## config.mk

```make
export PLATFORM = sky130hd
export DESIGN_NAME = wb_port_arbiter_flat
export DESIGN_NICKNAME = d
export VERILOG_FILES = /design/src/rtl/wb_pkg.sv /design/src/rtl/wb_port_arbiter_if.sv /design/src/rtl/wb_lat_fifo.sv /design/src/rtl/wb_port_arbiter.sv /design/src/flat_wrapper.sv
export SDC_FILE = /design/constraint.sdc
export NUM_CORES = 1
export LEC_CHECK = 0
export CAP_MARGIN = 20
export CELL_PAD_IN_SITES_DETAIL_PLACEMENT = 1
export CELL_PAD_IN_SITES_GLOBAL_PLACEMENT = 2
export CORE_MARGIN = 2
export CORE_UTILIZATION = 35
export CTS_BUF_LIST = sky130_fd_sc_hd__clkbuf_4 sky130_fd_sc_hd__clkbuf_8
export DETAILED_ROUTE_END_ITERATION = 10
export PLACE_DENSITY_LB_ADDON = 0.2
export REMOVE_ABC_BUFFERS = 1
export SYNTH_ARGS = -nofsm -noshare
export SYNTH_HDL_FRONTEND = slang
export SYNTH_HIERARCHICAL = 1
export SYNTH_SLANG_ARGS = --single-unit
```

## constraint.sdc

```tcl
create_clock -name clk -period 2.78 [get_ports clk]
set_input_delay 0.278 -clock clk [delete_from_list [all_inputs] [get_ports clk]]
set_output_delay 0.278 -clock clk [all_outputs]
set_load 0.03 [all_outputs]
```

## src/rtl/wb_pkg.sv

```systemverilog
// Shared types for the register-file write-port arbiter: request payload and FSM state.
package wb_pkg;

    localparam int DATA_W     = 16;
    localparam int REG_ADDR_W = 3;

    typedef struct packed {
        logic [REG_ADDR_W-1:0] rd;
        logic [DATA_W-1:0]     data;
    } wb_req_t;

    typedef enum logic {
        NORM  = 1'b0,
        DRAIN = 1'b1
    } arb_state_t;

endpackage

```

## src/rtl/wb_port_arbiter_if.sv

```systemverilog
// Writeback-side bus of the arbiter: pipeline request, long-latency handshake and register-file port.
interface wb_port_arbiter_if;
    import wb_pkg::*;

    logic                  pipe_valid;
    logic [REG_ADDR_W-1:0] pipe_rd;
    logic [DATA_W-1:0]     pipe_data;
    logic                  pipe_stall;

    logic                  lat_valid;
    logic                  lat_ready;
    logic [REG_ADDR_W-1:0] lat_rd;
    logic [DATA_W-1:0]     lat_data;

    logic                  rf_we;
    logic [REG_ADDR_W-1:0] rf_rd;
    logic [DATA_W-1:0]     rf_data;

    modport master (
        output pipe_valid, pipe_rd, pipe_data, lat_valid, lat_rd, lat_data,
        input  pipe_stall, lat_ready, rf_we, rf_rd, rf_data
    );

    modport slave (
        input  pipe_valid, pipe_rd, pipe_data, lat_valid, lat_rd, lat_data,
        output pipe_stall, lat_ready, rf_we, rf_rd, rf_data
    );

endinterface

```

## src/rtl/wb_lat_fifo.sv

```systemverilog
// Small synchronous FIFO holding long-latency results until a free write-port slot appears.
module wb_lat_fifo
    import wb_pkg::*;
#(
    parameter int DEPTH = 2,
    localparam int PTR_W = $clog2(DEPTH),
    localparam int CNT_W = $clog2(DEPTH + 1)
) (
    input  logic             clk,
    input  logic             rst_n,
    input  logic             push,
    input  wb_req_t          push_req,
    input  logic             pop,
    output wb_req_t          head,
    output logic [CNT_W-1:0] count,
    output logic             full,
    output logic             empty
);

    wb_req_t          mem [DEPTH];
    logic [PTR_W-1:0] wr_ptr;
    logic [PTR_W-1:0] rd_ptr;

    assign head  = mem[rd_ptr];
    assign full  = (count == CNT_W'(DEPTH));
    assign empty = (count == '0);

    // NOTE: sequential state uses non-blocking assignments so every register samples pre-edge values.
    always_ff @(posedge clk or negedge rst_n) begin
        if (!rst_n) begin
            wr_ptr <= '0;
            rd_ptr <= '0;
            count  <= '0;
        end else begin
            if (push) wr_ptr <= wr_ptr + 1'b1;
            if (pop)  rd_ptr <= rd_ptr + 1'b1;
            if (push && !pop)      count <= count + 1'b1;
            else if (pop && !push) count <= count - 1'b1;
        end
    end

    // NOTE: storage has no reset; count/pointers alone decide validity, so the array maps to plain RAM.
    always_ff @(posedge clk) begin
        if (push) mem[wr_ptr] <= push_req;
    end

endmodule

```

## src/rtl/wb_port_arbiter.sv

```systemverilog
// Shares the register-file write port between pipeline writeback and buffered long-latency results.
module wb_port_arbiter
    import wb_pkg::*;
#(
    parameter int DEPTH    = 2,
    parameter int MAX_WAIT = 4
) (
    input  logic clk,
    input  logic rst_n,
    wb_port_arbiter_if.slave bus
);

    localparam int CNT_W  = $clog2(DEPTH + 1);
    localparam int WAIT_W = $clog2(MAX_WAIT + 1);

    arb_state_t        state;
    logic [WAIT_W-1:0] wait_cnt;
    logic [CNT_W-1:0]  count;
    logic              full;
    logic              empty;
    wb_req_t           head;
    wb_req_t           lat_req;
    wb_req_t           grant_req;
    logic              grant;
    logic              push;
    logic              pop;
    logic              lat_hs;
    logic              to_drain;

    assign lat_req        = '{rd: bus.lat_rd, data: bus.lat_data};
    assign bus.lat_ready  = (count < CNT_W'(DEPTH)) && (state == NORM);
    assign bus.pipe_stall = (state == DRAIN);
    assign lat_hs         = bus.lat_valid && bus.lat_ready;

    wb_lat_fifo #(.DEPTH(DEPTH)) u_fifo (
        .clk      (clk),
        .rst_n    (rst_n),
        .push     (push),
        .push_req (lat_req),
        .pop      (pop),
        .head     (head),
        .count    (count),
        .full     (full),
        .empty    (empty)
    );

    // NOTE: every always_comb output gets a default first so no path can infer a latch.
    always_comb begin
        grant     = 1'b0;
        grant_req = '0;
        push      = 1'b0;
        pop       = 1'b0;
        if (state == DRAIN) begin
            grant     = 1'b1;
            grant_req = head;
            pop       = 1'b1;
        end else if (bus.pipe_valid) begin
            grant     = 1'b1;
            grant_req = '{rd: bus.pipe_rd, data: bus.pipe_data};
            push      = lat_hs;
        end else if (!empty) begin
            grant     = 1'b1;
            grant_req = head;
            pop       = 1'b1;
            push      = lat_hs;
        end else if (lat_hs) begin
            grant     = 1'b1;
            grant_req = lat_req;
        end
    end

    // Drain on a head blocked for MAX_WAIT cycles, or on a producer pushing into a full FIFO.
    assign to_drain = (!empty && !pop && wait_cnt == WAIT_W'(MAX_WAIT - 1))
                   || (full && bus.lat_valid);

    always_ff @(posedge clk or negedge rst_n) begin
        if (!rst_n) begin
            state       <= NORM;
            wait_cnt    <= '0;
            bus.rf_we   <= 1'b0;
            bus.rf_rd   <= '0;
            bus.rf_data <= '0;
        end else begin
            bus.rf_we <= grant;
            if (grant) begin
                bus.rf_rd   <= grant_req.rd;
                bus.rf_data <= grant_req.data;
            end

            if (pop || empty)                        wait_cnt <= '0;
            else if (wait_cnt != WAIT_W'(MAX_WAIT))  wait_cnt <= wait_cnt + 1'b1;

            case (state)
                NORM:    if (to_drain) state <= DRAIN;
                DRAIN:   if (count == CNT_W'(1)) state <= NORM;
                default: state <= NORM;
            endcase
        end
    end

endmodule

```

## src/flat_wrapper.sv

```systemverilog
// flat-port wrapper written by rule: the top's interface ports become plain ports
module wb_port_arbiter_flat import wb_pkg::*;
#(
    parameter int DEPTH    = 2,
    parameter int MAX_WAIT = 4
)
  (clk, rst_n, bus_pipe_valid, bus_pipe_rd, bus_pipe_data, bus_lat_valid, bus_lat_rd, bus_lat_data, bus_pipe_stall, bus_lat_ready, bus_rf_we, bus_rf_rd, bus_rf_data);
  wb_port_arbiter_if bus_i ();
  input  logic clk;
  input  logic rst_n;
  input wire logic [$bits(bus_i.pipe_valid)-1:0] bus_pipe_valid;
  input wire logic [$bits(bus_i.pipe_rd)-1:0] bus_pipe_rd;
  input wire logic [$bits(bus_i.pipe_data)-1:0] bus_pipe_data;
  input wire logic [$bits(bus_i.lat_valid)-1:0] bus_lat_valid;
  input wire logic [$bits(bus_i.lat_rd)-1:0] bus_lat_rd;
  input wire logic [$bits(bus_i.lat_data)-1:0] bus_lat_data;
  output wire logic [$bits(bus_i.pipe_stall)-1:0] bus_pipe_stall;
  output wire logic [$bits(bus_i.lat_ready)-1:0] bus_lat_ready;
  output wire logic [$bits(bus_i.rf_we)-1:0] bus_rf_we;
  output wire logic [$bits(bus_i.rf_rd)-1:0] bus_rf_rd;
  output wire logic [$bits(bus_i.rf_data)-1:0] bus_rf_data;
  assign bus_i.pipe_valid = bus_pipe_valid;
  assign bus_i.pipe_rd = bus_pipe_rd;
  assign bus_i.pipe_data = bus_pipe_data;
  assign bus_i.lat_valid = bus_lat_valid;
  assign bus_i.lat_rd = bus_lat_rd;
  assign bus_i.lat_data = bus_lat_data;
  assign bus_pipe_stall = bus_i.pipe_stall;
  assign bus_lat_ready = bus_i.lat_ready;
  assign bus_rf_we = bus_i.rf_we;
  assign bus_rf_rd = bus_i.rf_rd;
  assign bus_rf_data = bus_i.rf_data;
  wb_port_arbiter #(.DEPTH(DEPTH), .MAX_WAIT(MAX_WAIT)) u_core (.clk(clk), .rst_n(rst_n), .bus(bus_i));
endmodule
```

=== Yosys cells after proc, flatten, opt, wreduce, memory -nomap -nowiden ===
Memory sizes are Yosys's and may differ from the RTL's.
Cells that the tools add are included.
W data, S select, Z words.

* Memories kept: 1
* Flip-flop bits (word level): 28
* Memory bits (read-only): 0
* Input bits: 42
* Bits in writable memories: 38
* Bits in latches: 0

* Shift-type cells: 0
* Eq/ne operators: 4
* $lt $le $gt $ge: 1
* Reduce and logical (&&, ||, !) cells: 15
* Bitwise operators: 1
* Multipliers: 0
* Add/subtract/negate cells: 5
* Mux-type cells: 23
* Divide/modulo/power cells: 0

{| class="wikitable"
|+ Memories
! memory !! words !! bits a word !! rd ports !! clocked after memory_dff !! write ports !! RTL line !! text
|-
| u_core.u_fifo.mem || 2 || 19 || 1 || 0 || 1 || wb_lat_fifo.sv:20 || <nowiki>wb_req_t mem [DEPTH];</nowiki>
|}

{| class="wikitable"
|+ Operator list
! kind !! number
|-
| $mux W19 || 4
|-
| $mux W1 || 14
|-
| $logic_and A1 B1 Y1 || 7
|-
| $mux W3 || 2
|-
| $mux W2 || 2
|-
| $reduce_bool A2 Y1 || 2
|-
| $add A3 B1 Y3 const B || 1
|-
| $eq A3 B2 Y1 const B || 1
|-
| $logic_not A1 Y1 || 3
|-
| $ne A3 B3 Y1 const B || 1
|-
| $add A1 B1 Y1 const B || 2
|-
| $add A2 B1 Y2 const B || 1
|-
| $eq A2 B1 Y1 const B || 1
|-
| $eq A2 B2 Y1 const B || 1
|-
| $logic_not A2 Y1 || 1
|-
| $logic_or A1 B1 Y1 || 2
|-
| $lt A2 B2 Y1 const B || 1
|-
| $pmux W1 S2 || 1
|-
| $sub A2 B1 Y2 const B || 1
|-
| $not A1 Y1 || 1
|}

=== Logic depth before layout (Yosys ltp) ===
* Depth after elaboration: 10
* Gate-level depth with buffers: 8
* Gate-level depth less buffers: 7

=== By module ===
Netlist, hierarchy kept.

{| class="wikitable"
|+ By module, submodules not included
! module !! area an instance (sq um) !! times used !! cells each
|-
| wb_lat_fifo || 1637.8 || 1 || 75
|-
| wb_port_arbiter || 1406.3 || 1 || 159
|}

=== Worst setup path before layout ===
Ideal clock, no wire load.

* Path type: register to register
* Start: reg u_core.state (netlist: u_core/bus.pipe_stall)
* End: mem u_core/u_fifo/mem[0][0] (netlist bit) (enable)
* Clock period less this slack: 2729 ps
* Path slack: 51 ps
* Stages on the path, launching flop included: 5
* Arrival time: 2333 ps
* Path buffers: 0
* Setup time: 397 ps
* Path through: dfrtp_1 nor2_1 nand2_1 a21oi_1 nor2b_1

* Longest elaborated chain between the ends: 8

{| class="wikitable"
|+ RTL lines
! element !! RTL line !! text
|-
| start, declared || wb_port_arbiter.sv:16 || <nowiki>arb_state_t state;</nowiki>
|-
| start signal, assigned || wb_port_arbiter.sv:78 || <nowiki>state <= NORM;</nowiki>
|-
| start signal, assigned || wb_port_arbiter.sv:94 || <nowiki>NORM: if (to_drain) state <= DRAIN;</nowiki>
|-
| start signal, assigned || wb_port_arbiter.sv:95 || <nowiki>DRAIN: if (count == CNT_W'(1)) state <= NORM;</nowiki>
|-
| $not A1 Y1 (*) || wb_port_arbiter.sv:31 || <nowiki>assign bus.lat_ready = (count < CNT_W'(DEPTH)) && (state == NORM);</nowiki>
|-
| $logic_and A1 B1 Y1 (*) || wb_port_arbiter.sv:31 ||
|-
| via bus_lat_ready || flat_wrapper.sv:18 || <nowiki>output wire logic [$bits(bus_i.lat_ready)-1:0] bus_lat_ready;</nowiki>
|-
| $logic_and A1 B1 Y1 (*) || wb_port_arbiter.sv:33 || <nowiki>assign lat_hs = bus.lat_valid && bus.lat_ready;</nowiki>
|-
| $mux W1 || wb_port_arbiter.sv:61 || <nowiki>end else if (!empty) begin</nowiki>
|-
| $mux W1 (*) || wb_port_arbiter.sv:57 || <nowiki>end else if (bus.pipe_valid) begin</nowiki>
|-
| $mux W1 (*) || wb_port_arbiter.sv:53 || <nowiki>if (state == DRAIN) begin</nowiki>
|-
| via u_core.push || wb_port_arbiter.sv:25 || <nowiki>logic push;</nowiki>
|-
| $mux W1 (*) || wb_lat_fifo.sv:44 || <nowiki>if (push) mem[wr_ptr] <= push_req;</nowiki>
|-
| $mux W1 (implied by the code) (*) || wb_lat_fifo.sv:44 ||
|-
| end, declared || wb_lat_fifo.sv:20 ||
|}

The timed path passes the listed nets; every way through them passes the cells marked *.

=== Worst setup path in the final report ===
* Start: reg u_core.u_fifo.count[1]
* End: reg u_core.bus.rf_data[14]

* Elaborated cells between the ends (all ways): 12
* Classes of those cells: order compare: 1; mux: 8; reduce/logical: 3

{| class="wikitable"
|+ RTL lines
! element !! RTL line !! text
|-
| start, declared || wb_lat_fifo.sv:15 || <nowiki>output logic [CNT_W-1:0] count,</nowiki>
|-
| start signal, assigned || wb_lat_fifo.sv:37 || <nowiki>if (push && !pop) count <= count + 1'b1;</nowiki>
|-
| start signal, assigned || wb_lat_fifo.sv:38 || <nowiki>else if (pop && !push) count <= count - 1'b1;</nowiki>
|-
| $logic_not A2 Y1 (*) || wb_lat_fifo.sv:26 || <nowiki>assign empty = (count == '0);</nowiki>
|-
| via u_core.empty || wb_port_arbiter.sv:20 || <nowiki>logic empty;</nowiki>
|-
| $mux W19 or $mux W1 (tied branches) || wb_port_arbiter.sv:61 ||
|-
| $mux W19 or $mux W1 (tied branches) || wb_port_arbiter.sv:57 ||
|-
| $mux W19 or $mux W1 (tied branches) || wb_port_arbiter.sv:53 ||
|-
| end signal, assigned || wb_port_arbiter.sv:87 || <nowiki>bus.rf_data <= grant_req.data;</nowiki>
|-
| end, declared || wb_port_arbiter_if.sv:26 || <nowiki>output pipe_stall, lat_ready, rf_we, rf_rd, rf_data</nowiki>
|}

Marked as above.
A chain may end at the register's enable or synchronous reset.

==> impl_metrics.ini <==
[layout]
n_antenna_cell = 0
area_growth_pct = 31.40
fillerInstances = 906
drive_above_1_share_pct = 19.81
nets = 349
fin_area_sq_mm = 0.004000

[worst_setup_path]
worst_path_dominant_cell_family = simple AND/OR/NAND/NOR gates
required_ns = 3.01
cp_slowest_stage_delay_ns = 0.81
crit_buf_inv = 0
setup.worst_path.class = reg2reg
cpMaxStageDelayCell = or3b_1
crit_fanout = 19
cp-start-kind = flop
worst_ep_arrival_time_ns = 2.40
cp_cell_sequence = nor2_1, or3b_1, nor3_1, a31oi_1
r2r_slack_ns = 0.61
reg2reg_to = u_core/bus.rf_data[14]
endpoint_kind = flop
rr_worst_depth = 4
worstReg2RegStart = u_core/u_fifo/count[1]

[clock_tree]
post_cts_resized = 0
cts.sinks = 66
cts.htree.levels = 3
numCtsBuffers = 9
cts.clk_slew.worst_paths_ns = 0.07
clk_latency_ns = 0.34
cts_root_buf = clkbuf_8
cts_tree = yes
cts_setup_buffers = 0
ctsHoldBuffers = 0
clockBufferDepth = 2

[logic_synthesis]
yosysWarningCount = 6
synth_area_sq_mm = 0.003044
synth_area_per_cell_sq_um = 13.01
synth_top_area_share_pct = 37.48
synthCells = 234
synth_top_area_cell = edfxtp_1
synth_cell_types = 33
ys_ff_latch = 66
synth_seq_area_share_pct = 60.50
synth_area_leaders = edfxtp_1, dfrtp_1, mux2_4

[sta]
period_share_pct = 78.03
setup_violations = 0
hold_viol = 0
maxClockFrequency_mhz = 461.0
layout_min_cycle_time_ns = 2.169
max_slew.worst_pin.slew_ns = 1.027
rsz0062_at_grt = no
slew_headroom_pct = 31.52
skew_ns = 0.007239
setup_ws_ns = 0.6109
tns_ns = 0
timing.final.max_slew_violations = 0

[route]
drtIter0Drc = 66
drt_wl_total_um = 7003
postRouteAntennaNets = 0
via_per_inst = 4.897
drc = 0
wl_per_cell_um = 16.83
drt-pass1-iter-count = 4
vias = 2037

[power_and_ir_drop]
peakVddDrop_mv = 0.4213
p_leak_uw = 0.001549
pwr_density_cell_mw_per_mm2 = 1031

[run_status]
outcome = finished clean

[floorplan]
fp.dieArea_sq_mm = 0.009460
die_h_um = 97.26
std_cell_rows = 34
start_util_pct = 35.43
core_area_sq_mm = 0.008593
io_pins = 64
die_w_um = 97.26

[placement]
port_buffers = 63
dp_slack_ns = 0.5904
dpl.hpwl_um = 4558
placed_cell_area_sq_mm = 0.003777
place_congestion = 0.6965

[global_routing]
grt_use_met1_pct = 20.53
grt_pass1_wl_um = 11490
grtUsageMet3_pct = 4.892
grt_max_degree = 29
busiest_layer = met2
use_met2_pct = 25.59
overflow = 0
grt_pass1_vias = 2132
grt_usage_pct = 15.96
antenna_found_initial = 0

[flow_run]
drv_cap = 0

[hold_path]
worstHoldPathType = in2async
cells in the mapped netlist:
| master | count |
|---|---|
| nand2_1 | 41 |
| edfxtp_1 | 38 |
| dfrtp_1 | 28 |
| a31oi_1 | 20 |
| mux2_4 | 19 |
| o21ai_0 | 18 |
| nor3_1 | 11 |
| nor3_2 | 10 |
| inv_1 | 6 |
| clkbuf_8 | 4 |
| ha_1 | 4 |
| xor2_1 | 4 |
| buf_6 | 3 |
| nor2_1 | 3 |
| nor2b_1 | 3 |
| and2b_2 | 2 |
| clkbuf_1 | 2 |
| nand2b_1 | 2 |
| xnor2_1 | 2 |
| a211oi_1 | 1 |
| a21oi_1 | 1 |
| a221oi_1 | 1 |
| and2_1 | 1 |
| buf_12 | 1 |
| buf_2 | 1 |
| buf_4 | 1 |
| clkbuf_2 | 1 |
| clkbuf_4 | 1 |
| mux2i_1 | 1 |
| nor3b_1 | 1 |
| o21ai_1 | 1 |
| o21bai_1 | 1 |
| or3b_1 | 1 |
metal layers:
metal / share of wire (%) / vias to the layer above
li1: - / 979
met1: 45 / 1005
met2: 49 / 46
met3: 4.9 / 7
met4: 1.4 / 0
met5: 0 / -
metrics by stage:
stage	hold WS [ns]	total power (uW)	std cells	util, %
after CTS	0.3447	4191	416	46.55
after detailed placement	0.5033	3271	400	43.96
after global routing	0.3714	4383	416	46.55
after floorplan	-0.01759	2556	220	-
final	0.3406	4126	416	46.55
after global placement	0.4901	3246	400	43.96
where the power goes:
part | leakage, uW | internal, uW | switching (uW)
registers | 0.000680 | 1320 | 199
clock network | 0.000113 | 536 | 366
logic | 0.000756 | 774 | 929
total | 0.00155 | 2630 | 1490
layout make-up:
cell class | instances | area, sq um | share of cell area, %
Sequential cell | 66 | 1842 | 46.04
Multi-Input combinational cell | 148 | 1055 | 26.37
Timing Repair Buffer | 72 | 723.2 | 18.08
Clock buffer | 11 | 145.1 | 3.628
Tap cell | 108 | 135.1 | 3.378
Clock inverter | 5 | 77.57 | 1.939
Inverter | 6 | 22.52 | 0.5630
logic make-up after synthesis:
family          synth area share, %
simple gates                  12.87
flops                         60.50
compound gates                8.179
buf+inv                       5.384
mux                           9.700
xor+xnor                      1.726
fa+ha+maj                     1.644
registers in the layout, summed over array words and instances, names as in the netlist, 2 cells and up:
signal               count
u_core/u_fifo/count      2
u_core/bus.rf_rd         3
u_core/bus.rf_data      16
u_core/wait_cnt          3
u_core/u_fifo/mem       38
layout by cell type, fill, tap and decap left out, types with 3 or more instances in the layout:
master / netlist / routed
mux2_4: 19 / 19
clkdlybuf4s50_1: 0 / 63
clkbuf_8: 4 / 10
nor2b_2: 0 / 3
inv_1: 6 / 6
o21ai_0: 18 / 18
nor3_1: 11 / 11
nor3_2: 10 / 10
a31oi_1: 20 / 20
edfxtp_1: 38 / 38
nand2_1: 41 / 41
xor2_1: 4 / 4
nor2_1: 3 / 3
dfrtp_1: 28 / 28
ha_1: 4 / 4
buf_4: 1 / 7
how the worst max path moves through the flow:
| stage | from | endpoint | cells past startpoint |
|---|---|---|---|
| 2_1_floorplan | u_core/bus.pipe_stall | u_core/u_fifo/mem[0][0] | 4 |
| 3_3_place_gp | u_core/u_fifo/count[1] | u_core/bus.rf_data[1] | 4 |
| 5_1_grt | u_core/u_fifo/count[1] | u_core/bus.rf_data[13] | 4 |
| 6_report | u_core/u_fifo/count[1] | u_core/bus.rf_data[14] | 4 |
| 4_1_cts | u_core/u_fifo/count[1] | u_core/bus.rf_data[12] | 4 |
| 3_5_place_dp | u_core/u_fifo/count[1] | u_core/bus.rf_data[14] | 4 |
No activity file was read; power rests on OpenSTA's default activity.
